## src/rtl/pipelined_ripple_adder_pkg.sv

```systemverilog
// Shared types and helpers for the pipelined ripple adder.
// Stage control bundle and slice-count derivation.
package pipelined_ripple_adder_pkg;

    typedef struct packed {
        logic vld;
        logic c;
        logic v;
    } ctl_t;

    function automatic bit geom_ok(input int w, input int sw);
        if (sw < 1) return 1'b0;
        return (w % sw == 0) && (w >= sw);
    endfunction

    function automatic int nstages(input int w, input int sw);
        return geom_ok(w, sw) ? w / sw : 1;
    endfunction

endpackage

```

## src/rtl/pipelined_ripple_adder_if.sv

```systemverilog
// Operand/result streaming bundle for the pipelined ripple adder.
// master = operand source / result sink, slave = adder.
interface pipelined_ripple_adder_if #(
    parameter int WIDTH = 8
);
    logic             in_valid;
    logic             in_ready;
    logic [WIDTH-1:0] a;
    logic [WIDTH-1:0] b;
    logic             cin;
    logic             sub;
    logic             out_valid;
    logic             out_ready;
    logic [WIDTH-1:0] sum;
    logic             cout;
    logic             ovf;

    modport master (
        output in_valid, a, b, cin, sub, out_ready,
        input  in_ready, out_valid, sum, cout, ovf
    );

    modport slave (
        input  in_valid, a, b, cin, sub, out_ready,
        output in_ready, out_valid, sum, cout, ovf
    );
endinterface

```

## src/rtl/adder_slice.sv

```systemverilog
// STAGE_W-bit ripple slice built from full_adder cells.
// Exposes the carry into the MSB so the last slice can form ovf.
module adder_slice #(
    parameter int W = 2
) (
    input  logic [W-1:0] a,
    input  logic [W-1:0] b,
    input  logic         ci,
    output logic [W-1:0] s,
    output logic         co,
    output logic         cm
);
    for (genvar i = 0; i < W; i++) begin : g_fa
        logic cin_i;
        logic co_i;
        if (i == 0) begin : g_c0
            assign cin_i = ci;
        end else begin : g_cn
            assign cin_i = g_fa[i-1].co_i;
        end
        full_adder u_fa (
            .a  (a[i]),
            .b  (b[i]),
            .ci (cin_i),
            .s  (s[i]),
            .co (co_i)
        );
    end

    assign co = g_fa[W-1].co_i;
    assign cm = g_fa[W-1].cin_i;
endmodule

module full_adder (
    input  logic a,
    input  logic b,
    input  logic ci,
    output logic s,
    output logic co
);
    assign s  = a ^ b ^ ci;
    assign co = (a & b) | (ci & (a ^ b));
endmodule

```

## src/rtl/pipelined_ripple_adder.sv

```systemverilog
// Pipelined add/subtract: one STAGE_W ripple slice per register stage,
// carry travels with the beat, whole pipe stalls on output backpressure.
module pipelined_ripple_adder
    import pipelined_ripple_adder_pkg::*;
#(
    parameter int WIDTH   = 8,
    parameter int STAGE_W = 2
) (
    input logic                     clk,
    input logic                     rst_n,
    pipelined_ripple_adder_if.slave io
);
    localparam int NS = nstages(WIDTH, STAGE_W);

    typedef struct packed {
        logic [WIDTH-1:0] a;
        logic [WIDTH-1:0] b;
        logic [WIDTH-1:0] s;
        ctl_t             ctl;
    } stage_t;

    if (!geom_ok(WIDTH, STAGE_W)) begin : g_bad
        $error("pipelined_ripple_adder: WIDTH must be a multiple of STAGE_W >= 1");
    end

    logic   adv;
    stage_t pipe [NS];
    stage_t last;
    logic   unused_ops;

    for (genvar k = 0; k < NS; k++) begin : g_st
        stage_t             prv;
        stage_t             nxt;
        logic [STAGE_W-1:0] ss;
        logic               sc;
        logic               scm;

        if (k == 0) begin : g_in
            always_comb begin
                prv         = '0;
                prv.a       = io.a;
                prv.b       = io.sub ? ~io.b : io.b;
                prv.ctl.vld = io.in_valid;
                prv.ctl.c   = io.sub | io.cin;
            end
        end else begin : g_mid
            assign prv = pipe[k-1];
        end

        adder_slice #(.W(STAGE_W)) u_slice (
            .a  (prv.a[k*STAGE_W +: STAGE_W]),
            .b  (prv.b[k*STAGE_W +: STAGE_W]),
            .ci (prv.ctl.c),
            .s  (ss),
            .co (sc),
            .cm (scm)
        );

        // ovf is only meaningful once the MSB slice has run
        always_comb begin
            nxt                         = prv;
            nxt.s[k*STAGE_W +: STAGE_W] = ss;
            nxt.ctl.c                   = sc;
            nxt.ctl.v                   = scm ^ sc;
        end

        always_ff @(posedge clk or negedge rst_n) begin
            if (!rst_n) begin
                pipe[k] <= '0;
            end else if (adv) begin
                pipe[k] <= nxt;
            end
        end
    end

    assign last         = pipe[NS-1];
    assign adv          = !last.ctl.vld || io.out_ready;
    assign io.in_ready  = adv;
    assign io.out_valid = last.ctl.vld;
    assign io.sum       = last.s;
    assign io.cout      = last.ctl.c;
    assign io.ovf       = last.ctl.v;
    assign unused_ops   = ^{last.a, last.b};
endmodule

```

## src/flat_wrapper.sv

```systemverilog
// flat-port wrapper written by rule: the top's interface ports become plain ports
module pipelined_ripple_adder_flat import pipelined_ripple_adder_pkg::*;
#(
    parameter int WIDTH   = 8,
    parameter int STAGE_W = 2
)
  (clk, rst_n, io_in_valid, io_a, io_b, io_cin, io_sub, io_out_ready, io_in_ready, io_out_valid, io_sum, io_cout, io_ovf);
  pipelined_ripple_adder_if #(.WIDTH(WIDTH)) io_i ();
  input logic clk;
  input logic rst_n;
  input wire logic [$bits(io_i.in_valid)-1:0] io_in_valid;
  input wire logic [$bits(io_i.a)-1:0] io_a;
  input wire logic [$bits(io_i.b)-1:0] io_b;
  input wire logic [$bits(io_i.cin)-1:0] io_cin;
  input wire logic [$bits(io_i.sub)-1:0] io_sub;
  input wire logic [$bits(io_i.out_ready)-1:0] io_out_ready;
  output wire logic [$bits(io_i.in_ready)-1:0] io_in_ready;
  output wire logic [$bits(io_i.out_valid)-1:0] io_out_valid;
  output wire logic [$bits(io_i.sum)-1:0] io_sum;
  output wire logic [$bits(io_i.cout)-1:0] io_cout;
  output wire logic [$bits(io_i.ovf)-1:0] io_ovf;
  assign io_i.in_valid = io_in_valid;
  assign io_i.a = io_a;
  assign io_i.b = io_b;
  assign io_i.cin = io_cin;
  assign io_i.sub = io_sub;
  assign io_i.out_ready = io_out_ready;
  assign io_in_ready = io_i.in_ready;
  assign io_out_valid = io_i.out_valid;
  assign io_sum = io_i.sum;
  assign io_cout = io_i.cout;
  assign io_ovf = io_i.ovf;
  pipelined_ripple_adder #(.WIDTH(WIDTH), .STAGE_W(STAGE_W)) u_core (.clk(clk), .rst_n(rst_n), .io(io_i));
endmodule
```

## config.mk

```make
export PLATFORM = sky130hd
export DESIGN_NAME = pipelined_ripple_adder_flat
export DESIGN_NICKNAME = d
export VERILOG_FILES = /design/src/rtl/pipelined_ripple_adder_pkg.sv /design/src/rtl/pipelined_ripple_adder_if.sv /design/src/rtl/adder_slice.sv /design/src/rtl/pipelined_ripple_adder.sv /design/src/flat_wrapper.sv
export SDC_FILE = /design/constraint.sdc
export NUM_CORES = 1
export LEC_CHECK = 0
export ABC_AREA = 1
export CORE_ASPECT_RATIO = 1.5
export CORE_UTILIZATION = 35
export CTS_CLUSTER_DIAMETER = 120
export DETAILED_ROUTE_END_ITERATION = 12
export HOLD_SLACK_MARGIN = 0.06
export SLEW_MARGIN = 20
export SYNTH_ARGS = -nofsm -noshare
export SYNTH_HDL_FRONTEND = slang
export SYNTH_HIERARCHICAL = 1
export SYNTH_SLANG_ARGS = --single-unit
```

## constraint.sdc

```tcl
create_clock -name clk -period 1.76 [get_ports clk]
set_input_delay 0.352 -clock clk [delete_from_list [all_inputs] [get_ports clk]]
set_output_delay 0.352 -clock clk [all_outputs]
set_load 0.005 [all_outputs]
```

==> impl_metrics.env <==
export IMPL_vias=1564
export IMPL_multi_input_area_um2=805
export IMPL_critPathTopFamily="adder cells"
export IMPL_overflow=0
export IMPL_p_per_area_nw_per_um2=1490
export IMPL_netlist_instances=247
export IMPL_syn_to_final_growth_pct=23.8
export IMPL_synth_top_area_cell="dfrtp_1"
export IMPL_fmax_ghz=0.612
export IMPL_drc=0
export IMPL_fin_tns_setup_ns=0
export IMPL_gp_congestion=0.679
export IMPL_final_setup_skew_ns=0.00122
export IMPL_cts_made_buffers=5
export IMPL_drt_initial_drc_count=84
export IMPL_rrSetupSlack_ns=0.13
export IMPL_async_flop_share_pct=100
export IMPL_grt_max_degree=54
export IMPL_hold_viol_final=0
export IMPL_die_area_um2=6820
export IMPL_via_per_inst=4.38
export IMPL_yosys_top_cells_area="dfrtp_1 58%, nand2_1 19%, fa_1 7.0%"
export IMPL_ir_worst_vdd_mv=0.453
export IMPL_fin_nets=313
export IMPL_worst_slack_ns=0.125
export IMPL_arrival_ns=1.82
export IMPL_postRouteAntennaNets=0
export IMPL_slew_viol_final=0
export IMPL_synth_area_per_cell_um2=9.20
export IMPL_fp_dieW_um=67.8
export IMPL_critPathBufInv=1
export IMPL_dr_wl_met2_um=1990
export IMPL_p_leak_nw=1.42
export IMPL_crit_path_cell_trace="fa_1 > fa_1 > inv_1 > nand2_1 > nand3_1 > nand2_1"
export IMPL_p_switching_mw=1.39
export IMPL_start_util_pct=36.5
export IMPL_seqCellArea_um2=1330
export IMPL_clockBufferDepth=2
export IMPL_finalCritPeriodShare_pct=92.9
export IMPL_clkSinkCount=53
export IMPL_rows=35
export IMPL_cp_max_fo=3
export IMPL_crit_path_end_kind="flip-flop"
export IMPL_place_hpwl_um=2580
export IMPL_preCtsSetupSlack_ns=-0.452
export IMPL_synth_distinct_cells=14
export IMPL_status="complete, no violations"
export IMPL_report_final_setup_viol=0
export IMPL_whs_ns=0.455
export IMPL_p_clk_share_pct=15.8
export IMPL_grt_pass1_wl_um=6660
export IMPL_combPwrFrac_pct=35.5
export IMPL_post_route_min_period_ns=1.63
export IMPL_total_power_mw=4.19
export IMPL_yosys_cell_count_top_type="nand2_1"
export IMPL_cap_violations=0
export IMPL_syn_num_nets=277
export IMPL_rsz0062_at_grt="no"
export IMPL_die_h_um=101
export IMPL_wirelength_met1_um=1690
export IMPL_slew_headroom_pct=81.2
export IMPL_netlist_area_um2=2270
export IMPL_hold_path_class="flip-flop to flip-flop"
export IMPL_synth_top_area_share_pct=58.4
export IMPL_n_fill_cell=624
export IMPL_htreeDepth=2
export IMPL_grt_use_total_pct=13.0
export IMPL_pwr_share_seq_pct=48.7
export IMPL_boundaryPins=34
export IMPL_stdcell_area_um2=2810
export IMPL_max_slew_worst_pin_slew_ns=0.282
export IMPL_n_antenna_cell=0
export IMPL_layout_cells_non_filler=357
export IMPL_ys_seq_area_share_pct=58.4
export IMPL_crit_required_ns=1.95
export IMPL_yosys_top_cells_count="116 x nand2_1, 53 x dfrtp_1, 23 x inv_1, 23 x o21ai_0, 8 x fa_1"
export IMPL_grt_pass1_vias=1509
export IMPL_wl_per_cell_um=10.7
export IMPL_wl_met3_um=97
export IMPL_root_buffer="clkbuf_8"
export IMPL_highest_layer="met4"
export IMPL_fin_util_pct=45.2
export IMPL_totalWireLength_um=3820
export IMPL_drt_first_pass_iters=4
export IMPL_critPathKind="flip-flop to flip-flop"
export IMPL_antenna_found_initial=0
export IMPL_portBuffers=33
export IMPL_synth_edf_count=0
export IMPL_ys_ff_latch=53
export IMPL_clk_pin_slew_ns=0.08
export IMPL_worstSetupStartpointType="flip-flop"
export IMPL_clock_latency_ns=0.29
export IMPL_slowest_stage="fa_1"
export IMPL_swShare_pct=33.2
export IMPL_drive_gt1_share_pct=6.71
export IMPL_slowest_delay_ns=0.48
export IMPL_p_int_mw=2.80
export IMPL_core_area_um2=6220
export IMPL_cts_tree="built"
export IMPL_dp_cells=349
export IMPL_dpl_cell_area_um2=2710
export IMPL_synth_ff_type="dfrtp_1"
export IMPL_synth_warnings=6
==> per-layer routing <==
metal,vias up,global-route usage [%]
li1,812,-
met1,724,15.5
met2,24,22.6
met3,4,2.38
met4,0,4.81
met5,-,0
==> cell usage in the layout, fill, tap and decap left out <==
master and n:
inv_1 23, o21ai_1 2, dfrtp_1 53, fa_1 7, fa_2 1, nor2_4 1, clkbuf_1 1, buf_2 1
or2_4 1, xor2_1 1, clkbuf_8 6, o21ai_0 22, nand2_1 116, nand2_2 1, buf_12 3, dlygate4sd2_1 1
xor2_2 1, dlymetal6s2s_1 2, buf_4 3, clkdlybuf4s50_1 28, clkbuf_2 1, nand3_1 7, dlygate4sd3_1 1
==> final timing paths <==
kind,from,end,cells after the start
min in group asynchronous,rst_n,u_core/io.ovf,3
worst max-delay path,u_core/g_st[3].nxt[25],u_core/io.ovf,6
worst max register to register,u_core/g_st[3].nxt[25],u_core/io.ovf,6
worst min register to register,u_core/g_st[3].nxt[2],u_core/io.out_valid,2
worst min-delay path,u_core/g_st[3].nxt[2],u_core/io.out_valid,2
max in group asynchronous,rst_n,u_core/g_st[2].nxt[23],3
==> power groups by stage <==
stage               clock network (mW)  registers [mW]  logic (mW)
floorplan                            0            2.03       0.954
global placement                     0            2.06        1.48
detailed placement                   0            2.07        1.53
CTS                              0.693            2.05        1.53
global route                     0.734            2.13        1.74
finish                           0.660            2.04        1.49
==> layout make-up <==
class / count / share of cell area [%]
Multi-Input combinational cell: 160 / 28.6
Inverter: 23 / 3.07
Timing Repair Buffer: 40 / 14.8
Tap cell: 74 / 3.29
Clock buffer: 7 / 3.07
Sequential cell: 53 / 47.2
==> repair_timing <==
action,4_1_cts,5_1_grt
setup buffers,0,0
resized for setup,2,6
pin swaps,1,3
hold buffers,1,0
endpoints found under the hold margin,53,0
setup endpoints to repair,3,1
==> flip-flops by register name (all words and copies together) (netlist names) <==
signal	flops
u_core/io.sum	8
u_core/io.cout	1
u_core/g_st.prv	3
u_core/io.ovf	1
u_core/io.out_valid	1
u_core/g_st.nxt	39
==> worst register-to-register path: stages (launching register included) <==
cell and delay [ns]:
dfrtp_1 0.41, fa_1 0.48, fa_1 0.41, inv_1 0.08, nand2_1 0.05, nand3_1 0.06
nand2_1 0.05
==> logic make-up (layout without fill, tap and decap cells) <==
logic type / Yosys count / count (layout) / synth area share (%)
simple gates: 126 / 126 / 21.8
compound gates: 24 / 24 / 5.29
xor+xnor: 2 / 2 / 0.771
buf+inv: 34 / 70 / 6.77
fa+ha+maj: 8 / 8 / 7.05
flops: 53 / 53 / 58.4
(Power assumes the default switching activity.)
